===== src/rtl/alu_input_sequencer.sv =====
// Board front end for the 8-bit ALU: debounced buttons step an operand/opcode
// loading FSM, drive the ALU, and capture its result for display.

module alu_seq_debounce #(
  parameter int CYCLES = 1_000_000
) (
  input  logic clk,
  input  logic rst,
  input  logic raw,
  output logic pulse
);
  localparam int CW = (CYCLES > 1) ? $clog2(CYCLES) : 1;
  localparam logic [CW-1:0] CNT_MAX = CW'(CYCLES - 1);

  logic          s1, s2, level, level_d;
  logic [CW-1:0] cnt;

  always_ff @(posedge clk or posedge rst) begin
    if (rst) begin
      s1      <= 1'b0;
      s2      <= 1'b0;
      level   <= 1'b0;
      level_d <= 1'b0;
      pulse   <= 1'b0;
      cnt     <= '0;
    end else begin
      s1      <= raw;
      s2      <= s1;
      level_d <= level;
      pulse   <= level & ~level_d;
      // Level flips only after CYCLES consecutive disagreeing samples.
      if (s2 == level) begin
        cnt <= '0;
      end else if (cnt == CNT_MAX) begin
        level <= s2;
        cnt   <= '0;
      end else begin
        cnt <= cnt + CW'(1);
      end
    end
  end
endmodule

module alu_input_sequencer #(
  parameter int DEBOUNCE_CYCLES = 1_000_000,
  parameter int WIDTH           = 8,
  parameter int SEL_W           = 3
) (
  input  logic             clk,
  input  logic             rst,
  input  logic [WIDTH-1:0] sw,
  input  logic             btn_next,
  input  logic             btn_clear,
  output logic [WIDTH-1:0] alu_a,
  output logic [WIDTH-1:0] alu_b,
  output logic [SEL_W-1:0] alu_sel,
  input  logic [WIDTH-1:0] alu_result,
  input  logic             alu_carry,
  output logic [WIDTH-1:0] result_q,
  output logic             carry_q,
  output logic             result_valid,
  output logic [2:0]       phase
);
  typedef enum logic [2:0] {
    LOAD_A  = 3'd0,
    LOAD_B  = 3'd1,
    LOAD_OP = 3'd2,
    EXEC    = 3'd3,
    SHOW    = 3'd4
  } state_t;

  state_t state, state_nxt;
  logic   next_pulse, clear_pulse;

  alu_seq_debounce #(.CYCLES(DEBOUNCE_CYCLES)) u_db_next (
    .clk(clk), .rst(rst), .raw(btn_next), .pulse(next_pulse)
  );

  alu_seq_debounce #(.CYCLES(DEBOUNCE_CYCLES)) u_db_clear (
    .clk(clk), .rst(rst), .raw(btn_clear), .pulse(clear_pulse)
  );

  always_ff @(posedge clk or posedge rst) begin
    if (rst) state <= LOAD_A;
    else     state <= state_nxt;
  end

  always_comb begin
    state_nxt = state;
    case (state)
      LOAD_A:  if (next_pulse) state_nxt = LOAD_B;
      LOAD_B:  if (next_pulse) state_nxt = LOAD_OP;
      LOAD_OP: if (next_pulse) state_nxt = EXEC;
      EXEC:    state_nxt = SHOW;
      SHOW:    if (next_pulse) state_nxt = LOAD_A;
      default: state_nxt = LOAD_A;
    endcase
    if (clear_pulse) state_nxt = LOAD_A;
  end

  // Only add/sub produce a meaningful carry; other opcodes report 0.
  always_ff @(posedge clk or posedge rst) begin
    if (rst) begin
      alu_a    <= '0;
      alu_b    <= '0;
      alu_sel  <= '0;
      result_q <= '0;
      carry_q  <= 1'b0;
    end else if (clear_pulse) begin
      alu_a    <= '0;
      alu_b    <= '0;
      alu_sel  <= '0;
      result_q <= '0;
      carry_q  <= 1'b0;
    end else begin
      case (state)
        LOAD_A:  if (next_pulse) alu_a <= sw;
        LOAD_B:  if (next_pulse) alu_b <= sw;
        LOAD_OP: if (next_pulse) alu_sel <= sw[SEL_W-1:0];
        EXEC: begin
          result_q <= alu_result;
          carry_q  <= (alu_sel[SEL_W-1:1] == '0) ? alu_carry : 1'b0;
        end
        default: ;
      endcase
    end
  end

  assign result_valid = (state == SHOW);
  assign phase        = state;
endmodule


===== config.mk =====
export PLATFORM = sky130hd
export DESIGN_NAME = alu_input_sequencer
export DESIGN_NICKNAME = d
export VERILOG_FILES = /design/src/rtl/alu_input_sequencer.sv
export SDC_FILE = /design/constraint.sdc
export NUM_CORES = 1
export LEC_CHECK = 0
export CAP_MARGIN = 40
export CORE_MARGIN = 1.5
export CORE_UTILIZATION = 41
export DETAILED_ROUTE_END_ITERATION = 8
export PLACE_DENSITY_LB_ADDON = 0.25
export SLEW_MARGIN = 0
export SYNTH_ARGS = -nofsm -noshare
export SYNTH_HDL_FRONTEND = slang
export SYNTH_SLANG_ARGS = --single-unit

===== constraint.sdc =====
create_clock -name clk -period 2.9 [get_ports clk]
set_input_delay 0.58 -clock clk [delete_from_list [all_inputs] [get_ports clk]]
set_output_delay 0.58 -clock clk [all_outputs]
set_load 0.05 [all_outputs]

==> metrics.txt <==
outcome=completed; Peak VDD IR=0.196 mV; drt wl/cell=13.5 um; pre-CTS WS=0.687 ns; IO buf count=52; Slew headroom=41.1%; nets@finish=421; Die Width=96.5 um; GRT busiest layer=met2; Hold Buf Count CTS=0; clk root buf=clkbuf_8; Max Freq=389 MHz; row cnt=33; Pleak=1.86 nW; Setup violations, final=0; worst skew pair latency=0.35 ns; Syn Inst Count=337; met3 Resource Use GR=4.30%; Global Route Usage Sum=16.0%; Hold Crit Class=reg2reg; core area=8340 um^2; fin crit period=2.57 ns; Final Skew=0.0117 ns; vias in the first global route=2435; Max-Cap Viols=0; Critical path buffers and inverters=1; Num CTS Buffers=9; cells on worst reg2reg path=5; antenna violations before repair=0; Worst Setup EP=result_valid; Clock Sinks=81; DRC viols=0; Syn. warnings=0; GR Overflow Total=0; drt initial violations=110; worst path arrival time=1.99 ns; CTS max path bufs=2; Post-synth EDFFs=0; met2 Use GR=23.7%; share of cells above drive strength 1=8.93%; critical path fanouts, max=9; drt via density=5.17; Worst path top cell family by delay=buffers and inverters; Vert. Die Dim=96.5 um; Tcrit/Tclk final=88.6%; CTS tree=built; RSZ-0062 raised after global routing=no; setup repair bufs after CTS=0; Synth async-reset ratio=100%; Seq/Total Area, Yosys=56.5%; setup TNS=0 ns; CP cell instances=nor3b_1 > clkdlybuf4s50_1; Die Area=9320 um^2; fin. max-slew vios=0; #FFs+latches synth=81; GR Util met1=22.2%; CTS resizes=0; Netlist cell types=46; n_diodes=0; critical path's slowest cell=clkdlybuf4s50_1; WS Path Type=reg2out; Mapped Avg Cell Area=10.6 um^2; Crit. Startpoint=phase[0]; crit-path max cell delay=0.87 ns; Syn-to-layout area delta=25.4%; PwrDens=490 nW/um^2; net count after synthesis=360; Pre-Repair DR Iteration Count=4; DP Wirelength=4800 um; ys flop type=dfrtp_1; Routed WL=6880 um; fillcell total=746; Post-Syn Area=3590 um^2; Setup WS post-layout=0.330 ns; H-tree level count=3; Fin. Hold Viols=0; Reg-to-Reg Start=u_db_next.cnt[8]; CP startpoint kind=flip-flop; Worst path depth=2; Initial Utilization=43.0%; CP Capture Type=primary output; flop-to-flop setup slack=0.75 ns; Ports=53; GPL Wtd Cong=0.782; Worst-Margin Slew=0.881 ns; reg2reg end=u_db_next.cnt[11]; Power Total=0.00220 W; CP required=2.32 ns; largest net degree at the start of global routing=39; first-pass GRT wire length=11400 um; clock-pin slew on the worst setup and hold paths=0.08 ns; Via Count=2624; Routed Antenna Nets=0
worst min-delay path by stage:
stage | from | endpoint | slack, ns | cells after the start
2_1_floorplan | u_db_clear.s1 | u_db_clear.s2 | 0.33 | 0
3_3_place_gp | u_db_clear.s1 | u_db_clear.s2 | 0.34 | 0
3_5_place_dp | u_db_clear.s1 | u_db_clear.s2 | 0.34 | 0
4_1_cts | u_db_clear.s1 | u_db_clear.s2 | 0.35 | 0
5_1_grt | u_db_clear.s1 | u_db_clear.s2 | 0.36 | 0
6_report | u_db_clear.s1 | u_db_clear.s2 | 0.35 | 0
sequential cells by signal (all words and copies together) (netlist names), 3 cells and up:
signal          count
u_db_next.cnt      20
u_db_clear.cnt     20
alu_a               8
alu_b               8
phase               3
alu_sel             3
result_q            8
through the flow:
step / utilization (%) / hold slack (ns) / cells / cell area [um^2]
finish: 53.9 / 0.351 / 508 / 4500
CTS: 53.9 / 0.354 / 508 / 4500
global placement: 51.1 / 0.337 / 492 / 4260
detailed placement: 51.1 / 0.336 / 492 / 4260
floorplan: - / 0.331 / 337 / 3590
global route: 53.9 / 0.356 / 508 / 4500
cell usage in the layout, fill, tap and decap left out, types with 2 or more instances in the layout:
master	count
mux2i_1	11
nand3_1	8
nand4_1	11
nand3b_1	2
clkinv_2	2
xor2_1	11
mux2_2	3
bufinv_16	3
o21ai_0	4
dfrtp_1	81
buf_4	6
clkbuf_8	9
or4_1	7
inv_1	5
and3_1	2
nor2b_1	2
nor3_1	9
nor2_1	51
ha_1	2
nand2b_1	4
nor4_1	10
a21oi_1	16
a22o_1	8
clkbuf_1	2
a31o_2	2
xnor2_1	18
clkdlybuf4s50_1	52
nand2_1	38
o31ai_1	2
cell type report:
class / count / area, um^2 / share of cell area (%)
timing repair buffer: 59 / 586 / 13.0
clock buffer: 11 / 131 / 2.92
clock inverter: 5 / 104 / 2.31
sequential: 81 / 2030 / 45.1
tap: 105 / 131 / 2.92
inverter: 6 / 23.8 / 0.529
multi-input combinational: 241 / 1490 / 33.2
power breakdown:
| group | leakage, nW | total, W | internal [W] | switching (W) |
|---|---|---|---|---|
| Clock | 0.118 | 0.000972 | 0.000573 | 0.000399 |
| Combinational | 0.670 | 0.0000845 | 0.0000390 | 0.0000454 |
| Sequential | 1.08 | 0.00115 | 0.00114 | 0.00000861 |
| Total | 1.86 | 0.00220 | 0.00175 | 0.000453 |
per-layer routing:
layer	share of wire, %	vias to the layer above
met5	0	-
met3	4.4	7
met1	51	1248
met2	43	55
li1	-	1314
met4	1.4	0
cells by family after synthesis:
group	Yosys count	synth area share (%)
adders and majority gates	2	0.697
AOI/OAI and AO/OA	38	7.39
and+or+nand+nor	158	22.5
muxes	14	4.01
buffers and inverters	15	1.85
xor gates and xnor gates	29	7.08
DFF	81	56.5
cells in the mapped netlist (2+ instances only):
cell	count	area, um^2
inv_1	6	22.5
a21oi_1	16	80.1
buf_4	2	15.0
buf_2	2	10.0
nand3b_1	2	15.0
nand2b_1	4	25.0
nand2_1	38	143
o31ai_1	2	15.0
dfrtp_1	81	2030
ha_1	2	25.0
clkbuf_1	5	18.8
or4_1	7	52.6
nor3_1	9	45.0
o21ai_0	4	20.0
mux2i_1	11	110
a31o_2	2	17.5
a22o_1	8	70.1
nor2b_1	2	12.5
and3_1	2	12.5
xnor2_1	18	158
nor4_1	10	62.6
xor2_1	11	96.3
mux2_2	3	33.8
nor2_1	51	191
nand3_1	8	40.0
nand4_1	11	68.8
No activity file was read; power rests on OpenSTA's default activity.
